File: src/rtl/alu_result_formatter_if.sv
// ============================================================================
// alu_result_formatter_if : conversion request / BCD result / display bundle
// Revision: 1.0
// ============================================================================
`default_nettype none

interface alu_result_formatter_if;
  logic       start;
  logic [7:0] result;
  logic       signed_mode;
  logic       busy;
  logic       done;
  logic       sign;
  logic [3:0] bcd_hund;
  logic [3:0] bcd_tens;
  logic [3:0] bcd_ones;
  logic [6:0] seg;
  logic [3:0] an;

  modport master (
    output start, result, signed_mode,
    input  busy, done, sign, bcd_hund, bcd_tens, bcd_ones, seg, an
  );

  modport slave (
    input  start, result, signed_mode,
    output busy, done, sign, bcd_hund, bcd_tens, bcd_ones, seg, an
  );
endinterface

`default_nettype wire

File: src/rtl/alu_result_formatter.sv
// ============================================================================
// alu_result_formatter : 8-bit result -> sign + 3 BCD digits (double dabble),
// optional multiplexed seven-segment scan when FMT_SEG_SCAN_EN is defined.
// Revision: 1.0
// ============================================================================
`default_nettype none

module alu_result_formatter #(
  parameter int SCAN_DIV_W = 17
) (
  input  wire logic             clk,
  input  wire logic             rst,
  alu_result_formatter_if.slave bus
);

  typedef enum logic [1:0] {
    S_IDLE = 2'd0,
    S_CONV = 2'd1,
    S_DONE = 2'd2
  } state_t;

  state_t      state_q, state_d;
  logic [7:0]  mag_q,   mag_d;
  logic [11:0] work_q,  work_d;
  logic [3:0]  iter_q,  iter_d;
  logic        neg_q,   neg_d;
  logic        busy_q,  busy_d;
  logic        done_q,  done_d;
  logic        sign_q,  sign_d;
  logic [3:0]  hund_q,  hund_d;
  logic [3:0]  tens_q,  tens_d;
  logic [3:0]  ones_q,  ones_d;

  logic [11:0] adj;
  logic [19:0] shifted;
  logic [3:0]  nib;

  always_comb begin
    adj = work_q;
    nib = 4'd0;
    for (int i = 0; i < 3; i++) begin
      nib             = work_q[4*i +: 4];
      adj[4*i +: 4]   = (nib >= 4'd5) ? nib + 4'd3 : nib;
    end
    shifted = {adj, mag_q} << 1;
  end

  always_comb begin
    state_d = state_q;
    mag_d   = mag_q;
    work_d  = work_q;
    iter_d  = iter_q;
    neg_d   = neg_q;
    busy_d  = busy_q;
    done_d  = 1'b0;
    sign_d  = sign_q;
    hund_d  = hund_q;
    tens_d  = tens_q;
    ones_d  = ones_q;
    case (state_q)
      S_IDLE: begin
        if (bus.start) begin
          if (bus.signed_mode && bus.result[7]) begin
            mag_d = ~bus.result + 8'd1;
            neg_d = 1'b1;
          end else begin
            mag_d = bus.result;
            neg_d = 1'b0;
          end
          work_d  = 12'd0;
          iter_d  = 4'd0;
          busy_d  = 1'b1;
          state_d = S_CONV;
        end
      end
      S_CONV: begin
        work_d = shifted[19:8];
        mag_d  = shifted[7:0];
        iter_d = iter_q + 4'd1;
        // Final shift: publish straight from the shifter so done lines up with DONE
        if (iter_q == 4'd7) begin
          hund_d  = shifted[19:16];
          tens_d  = shifted[15:12];
          ones_d  = shifted[11:8];
          sign_d  = neg_q;
          done_d  = 1'b1;
          state_d = S_DONE;
        end
      end
      S_DONE: begin
        busy_d  = 1'b0;
        state_d = S_IDLE;
      end
      default: begin
        busy_d  = 1'b0;
        state_d = S_IDLE;
      end
    endcase
  end

  always_ff @(posedge clk) begin
    if (rst) begin
      state_q <= S_IDLE;
      mag_q   <= 8'd0;
      work_q  <= 12'd0;
      iter_q  <= 4'd0;
      neg_q   <= 1'b0;
      busy_q  <= 1'b0;
      done_q  <= 1'b0;
      sign_q  <= 1'b0;
      hund_q  <= 4'd0;
      tens_q  <= 4'd0;
      ones_q  <= 4'd0;
    end else begin
      state_q <= state_d;
      mag_q   <= mag_d;
      work_q  <= work_d;
      iter_q  <= iter_d;
      neg_q   <= neg_d;
      busy_q  <= busy_d;
      done_q  <= done_d;
      sign_q  <= sign_d;
      hund_q  <= hund_d;
      tens_q  <= tens_d;
      ones_q  <= ones_d;
    end
  end

  assign bus.busy     = busy_q;
  assign bus.done     = done_q;
  assign bus.sign     = sign_q;
  assign bus.bcd_hund = hund_q;
  assign bus.bcd_tens = tens_q;
  assign bus.bcd_ones = ones_q;

  if (SCAN_DIV_W < 2) begin : g_div_w_check
    $error("SCAN_DIV_W must be at least 2");
  end

`ifdef FMT_SEG_SCAN_EN
  logic [SCAN_DIV_W-1:0] scan_q, scan_d;
  logic [6:0]            seg_q,  seg_d;
  logic [3:0]            an_q,   an_d;
  logic [1:0]            digit_sel;

  function automatic logic [6:0] seg7(input logic [3:0] d);
    case (d)
      4'd0:    seg7 = 7'b1000000;
      4'd1:    seg7 = 7'b1111001;
      4'd2:    seg7 = 7'b0100100;
      4'd3:    seg7 = 7'b0110000;
      4'd4:    seg7 = 7'b0011001;
      4'd5:    seg7 = 7'b0010010;
      4'd6:    seg7 = 7'b0000010;
      4'd7:    seg7 = 7'b1111000;
      4'd8:    seg7 = 7'b0000000;
      4'd9:    seg7 = 7'b0010000;
      default: seg7 = 7'h7F;
    endcase
  endfunction

  assign digit_sel = scan_q[SCAN_DIV_W-1 -: 2];

  // Leading-zero blanking: hundreds/tens go dark when no higher digit is lit
  always_comb begin
    scan_d = scan_q + 1'b1;
    seg_d  = 7'h7F;
    an_d   = 4'hF;
    case (digit_sel)
      2'd0: begin
        an_d  = 4'b1110;
        seg_d = seg7(ones_q);
      end
      2'd1: begin
        an_d  = 4'b1101;
        seg_d = (hund_q == 4'd0 && tens_q == 4'd0) ? 7'h7F : seg7(tens_q);
      end
      2'd2: begin
        an_d  = 4'b1011;
        seg_d = (hund_q == 4'd0) ? 7'h7F : seg7(hund_q);
      end
      default: begin
        an_d  = 4'b0111;
        seg_d = sign_q ? 7'b0111111 : 7'h7F;
      end
    endcase
  end

  always_ff @(posedge clk) begin
    if (rst) begin
      scan_q <= '0;
      seg_q  <= 7'h7F;
      an_q   <= 4'hF;
    end else begin
      scan_q <= scan_d;
      seg_q  <= seg_d;
      an_q   <= an_d;
    end
  end

  assign bus.seg = seg_q;
  assign bus.an  = an_q;
`else
  assign bus.seg = 7'h7F;
  assign bus.an  = 4'hF;
`endif

endmodule

`default_nettype wire

File: src/flat_wrapper.sv
// flat-port wrapper written by rule: the top's interface ports become plain ports
module alu_result_formatter_flat 
#(
  parameter int SCAN_DIV_W = 17
)
  (clk, rst, bus_start, bus_result, bus_signed_mode, bus_busy, bus_done, bus_sign, bus_bcd_hund, bus_bcd_tens, bus_bcd_ones, bus_seg, bus_an);
  alu_result_formatter_if bus_i ();
  input  wire logic clk;
  input  wire logic rst;
  input wire logic [$bits(bus_i.start)-1:0] bus_start;
  input wire logic [$bits(bus_i.result)-1:0] bus_result;
  input wire logic [$bits(bus_i.signed_mode)-1:0] bus_signed_mode;
  output wire logic [$bits(bus_i.busy)-1:0] bus_busy;
  output wire logic [$bits(bus_i.done)-1:0] bus_done;
  output wire logic [$bits(bus_i.sign)-1:0] bus_sign;
  output wire logic [$bits(bus_i.bcd_hund)-1:0] bus_bcd_hund;
  output wire logic [$bits(bus_i.bcd_tens)-1:0] bus_bcd_tens;
  output wire logic [$bits(bus_i.bcd_ones)-1:0] bus_bcd_ones;
  output wire logic [$bits(bus_i.seg)-1:0] bus_seg;
  output wire logic [$bits(bus_i.an)-1:0] bus_an;
  assign bus_i.start = bus_start;
  assign bus_i.result = bus_result;
  assign bus_i.signed_mode = bus_signed_mode;
  assign bus_busy = bus_i.busy;
  assign bus_done = bus_i.done;
  assign bus_sign = bus_i.sign;
  assign bus_bcd_hund = bus_i.bcd_hund;
  assign bus_bcd_tens = bus_i.bcd_tens;
  assign bus_bcd_ones = bus_i.bcd_ones;
  assign bus_seg = bus_i.seg;
  assign bus_an = bus_i.an;
  alu_result_formatter #(.SCAN_DIV_W(SCAN_DIV_W)) u_core (.clk(clk), .rst(rst), .bus(bus_i));
endmodule
File: config.mk
export PLATFORM = sky130hd
export DESIGN_NAME = alu_result_formatter_flat
export DESIGN_NICKNAME = d
export VERILOG_FILES = /design/src/rtl/alu_result_formatter_if.sv /design/src/rtl/alu_result_formatter.sv /design/src/flat_wrapper.sv
export SDC_FILE = /design/constraint.sdc
export NUM_CORES = 1
export LEC_CHECK = 0
export ABC_CLOCK_PERIOD_IN_PS = 2300
export BUFFER_PORTS_ARGS = -buffer_cell sky130_fd_sc_hd__buf_4
export CAP_MARGIN = 20
export CORE_UTILIZATION = 53
export DETAILED_ROUTE_END_ITERATION = 12
export HOLD_SLACK_MARGIN = 0.1
export PLACE_DENSITY = 0.81
export SETUP_SLACK_MARGIN = 0.05
export SYNTH_ARGS = -nofsm -noshare
export SYNTH_HDL_FRONTEND = slang
export SYNTH_SLANG_ARGS = --single-unit
File: constraint.sdc
create_clock -name clk -period 2.3 [get_ports clk]
set_input_delay 0.115 -clock clk [delete_from_list [all_inputs] [get_ports clk]]
set_output_delay 0.115 -clock clk [all_outputs]
set_load 0.02 [all_outputs]
==> results_dict.tcl <==
set metrics [dict create \
    grt_pass1_wl_mm 7.20 \
    port_buffers 26 \
    async_flop_share_pct 0 \
    p_leak_nw 0.898 \
    r2r_slack_ns 0.57 \
    reg2reg_depth 5 \
    hold_viol_final 0 \
    worstHoldPathType "in -> reg" \
    irDropWorstVdd_v 0.000437 \
    ys_types 39 \
    ant_nets 0 \
    htreeDepth 2 \
    via_per_inst 5.47 \
    rsz0062_at_grt "false" \
    syn_inst 236 \
    holdPathEnd "u_core.mag_q[0]" \
    tightestPinTransition_ns 0.622 \
    synth_edf_count 0 \
    grt_max_degree 30 \
    maxCapViolCount 0 \
    clock-sinks 42 \
    ioPinCount 38 \
    status "complete, no violations" \
    cts_resized 0 \
    power.total_mw 1.38 \
    r2r-end "u_core.bus.bcd_hund[2]" \
    drt_first_pass_iters 4 \
    antenna_found_initial 0 \
    dp_cells 303 \
    first_global_vias 1652 \
    num_antenna_cells 0 \
    wl_per_cell_microns 13.0 \
    floorplan.initialDensity_pct 55.3 \
    avgSynthCellArea_sq_um 8.58 \
    cp-start-kind "flop" \
    min_period_ns 1.73 \
    place_hpwl_mm 2.92 \
    fp.dieH_microns 63.8 \
    synth-seq-cells 42 \
    clk_latency_ns 0.29 \
    clockRootBuffer "clkbuf_8" \
    cp.required_ns 2.51 \
    final_layout_size_suffix_gt1_share_pct 16.3 \
    wirelength_mm 4.04 \
    path_clk_slew_ns 0.07 \
    r2r_start "u_core.iter_q[0]" \
    fin_tns_setup_ns 0 \
    dieWidth_microns 63.8 \
    cts_hold_buffers 1 \
    yosys_warnings 0 \
    synth-seq-area-share_pct 41.5 \
    rows 22 \
    fmax_mhz 579 \
    syn_to_final_growth_pct 14.8 \
    vias 1706 \
    hold_start "bus_result[0]" \
    hold_depth 3 \
    postCtsSetupBuffers 0 \
    synth_area_sq_um 2030 \
    cts_buffers 5 \
    fin_cells 312 \
    critical_path_class "reg -> reg" \
    cts_tree "done" \
    drt_iter0_drc 130 \
    finalSetupViolations 0 \
    finalCritPeriodShare_pct 75.0 \
    drc 0 \
    slew_violations 0 \
    clockBufferDepth 2 \
    gr-usage-all-layers_pct 22.6 \
    nNetsFinal 283 \
    die_area_sq_um 4070 \
    cp-end-kind "flop" \
    core_area_sq_um 3660 \
    gp_congestion 0.814 \
    synth_ff_type "dfxtp_1" \
    maxSlewHeadroom_pct 58.5 \
    p_per_area_nw_per_um2 593 \
    fin_skew_ns 0.00600 \
    arrival_ns 1.94 \
    globalRouteOverflowTotal 0 \
    cp_max_fo 17 \
]
## critical path, cell delays in order, from the launching register on
cell and delay (ns):
dfxtp_1 0.38, ha_1 0.21, nand3b_1 0.19, nor2_4 0.38, nand2_1 0.26, o22ai_1 0.22
## Yosys cell counts (2+ instances only)
cell       n  area, sq um
clkbuf_1   5         18.8
mux2i_1    2         20.0
dfxtp_1   42          841
nand3b_1   3         22.5
a22oi_1    4         30.0
a211oi_1   3         22.5
o22ai_1    7         43.8
buf_4     11         82.6
buf_2      6         30.0
a21oi_1   22          110
nand2_1   13         48.8
nand2b_1   5         31.3
and3_1     2         12.5
or3_1      2         12.5
o21ai_0   19         95.1
o21a_1     2         15.0
nor2_1    17         63.8
and2_1     2         12.5
inv_1     10         37.5
nand3_1   12         60.1
a222oi_1   3         30.0
nor3_1     5         25.0
ha_1       8          100
xnor2_1    5         43.8
mux2_2     4         45.0
nor3b_1    7         52.6
o311ai_0   2         17.5
a22o_1     2         17.5
## worst max path at each step
stage	startpoint	to	slack (ns)
2_1_floorplan	u_core.work_q[4]	u_core.bus.bcd_tens[2]	0.86
3_3_place_gp	u_core.iter_q[0]	u_core.bus.bcd_ones[2]	0.70
3_5_place_dp	u_core.iter_q[0]	u_core.bus.bcd_hund[2]	0.60
4_1_cts	u_core.iter_q[0]	u_core.bus.bcd_hund[2]	0.58
5_1_grt	u_core.iter_q[0]	u_core.bus.bcd_ones[2]	0.35
6_report	u_core.iter_q[0]	u_core.bus.bcd_hund[2]	0.57
## kinds of logic (layout without fill, tap and decap cells)
family / after synthesis / after routing / synth area share, %
adder cells (fa/ha/maj): 8 / 8 / 4.94
XOR/XNOR: 5 / 5 / 2.16
flip-flops: 42 / 42 / 41.5
buffers and inverters: 33 / 51 / 8.52
AO/OA/AOI/OAI: 68 / 68 / 20.6
other: 1 / 11 / 0.185
multiplexers: 6 / 6 / 3.21
AND/OR/NAND/NOR: 73 / 73 / 18.9
## final cells by class
class / count / area, sq um
clock inverters: 1 / 5.00
flip-flops and latches: 42 / 841
repair buffers: 32 / 243
multi-input cells: 171 / 1050
clock buffers: 7 / 86.3
well taps: 48 / 60.1
inverters: 11 / 41.3
fillers: 324 / 1340
## metal layers
metal	wire (microns)	global-route usage, %	vias to the layer above	share of wire (%)
li1	-	-	877	-
met5	0	0	-	0
met2	1910	39.4	36	47
met1	1940	27.2	789	48
met4	34	5.97	0	0.84
met3	166	5.89	4	4.1
## metrics by stage
step | setup WS (ns) | util [%] | instance area, sq um | hold WS [ns]
5_1_grt | 0.346 | 63.5 | 2330 | 0.122
3_5_place_dp | 0.604 | 60.8 | 2220 | 0.340
3_3_place_gp | 0.701 | 60.8 | 2220 | 0.345
6_report | 0.574 | 63.5 | 2330 | 0.106
4_1_cts | 0.582 | 63.5 | 2330 | 0.103
2_1_floorplan | 0.855 | - | 2060 | 0.219
## registers in the layout (all words and copies together) (netlist names), 2 cells and up
signal	flops
u_core.bus.bcd_ones	4
u_core.work_q	12
u_core.bus.bcd_tens	4
u_core.iter_q	4
u_core.mag_q	8
u_core.bus.bcd_hund	4
u_core.state_q	2
## placed cells by master, fill, tap and decap left out, types with 6 or more instances in the layout
cell,synthesis,final
o22ai_1,7,7
conb_1,1,11
buf_4,11,31
o21ai_0,19,19
ha_1,8,8
a21oi_1,22,22
dfxtp_1,42,42
nand2_1,13,13
nor2_1,17,17
inv_1,10,10
nor3b_1,7,7
clkbuf_8,0,6
nand3_1,12,12
## power breakdown
group / leakage [nW] / switching (mW) / total (mW) / internal (mW)
Clock: 0.0482 / 0.239 / 0.481 / 0.242
Combinational: 0.509 / 0.0901 / 0.144 / 0.0544
Sequential: 0.340 / 0.0111 / 0.754 / 0.742
Total: 0.898 / 0.340 / 1.38 / 1.04
Power figures use the tool's default switching activity.
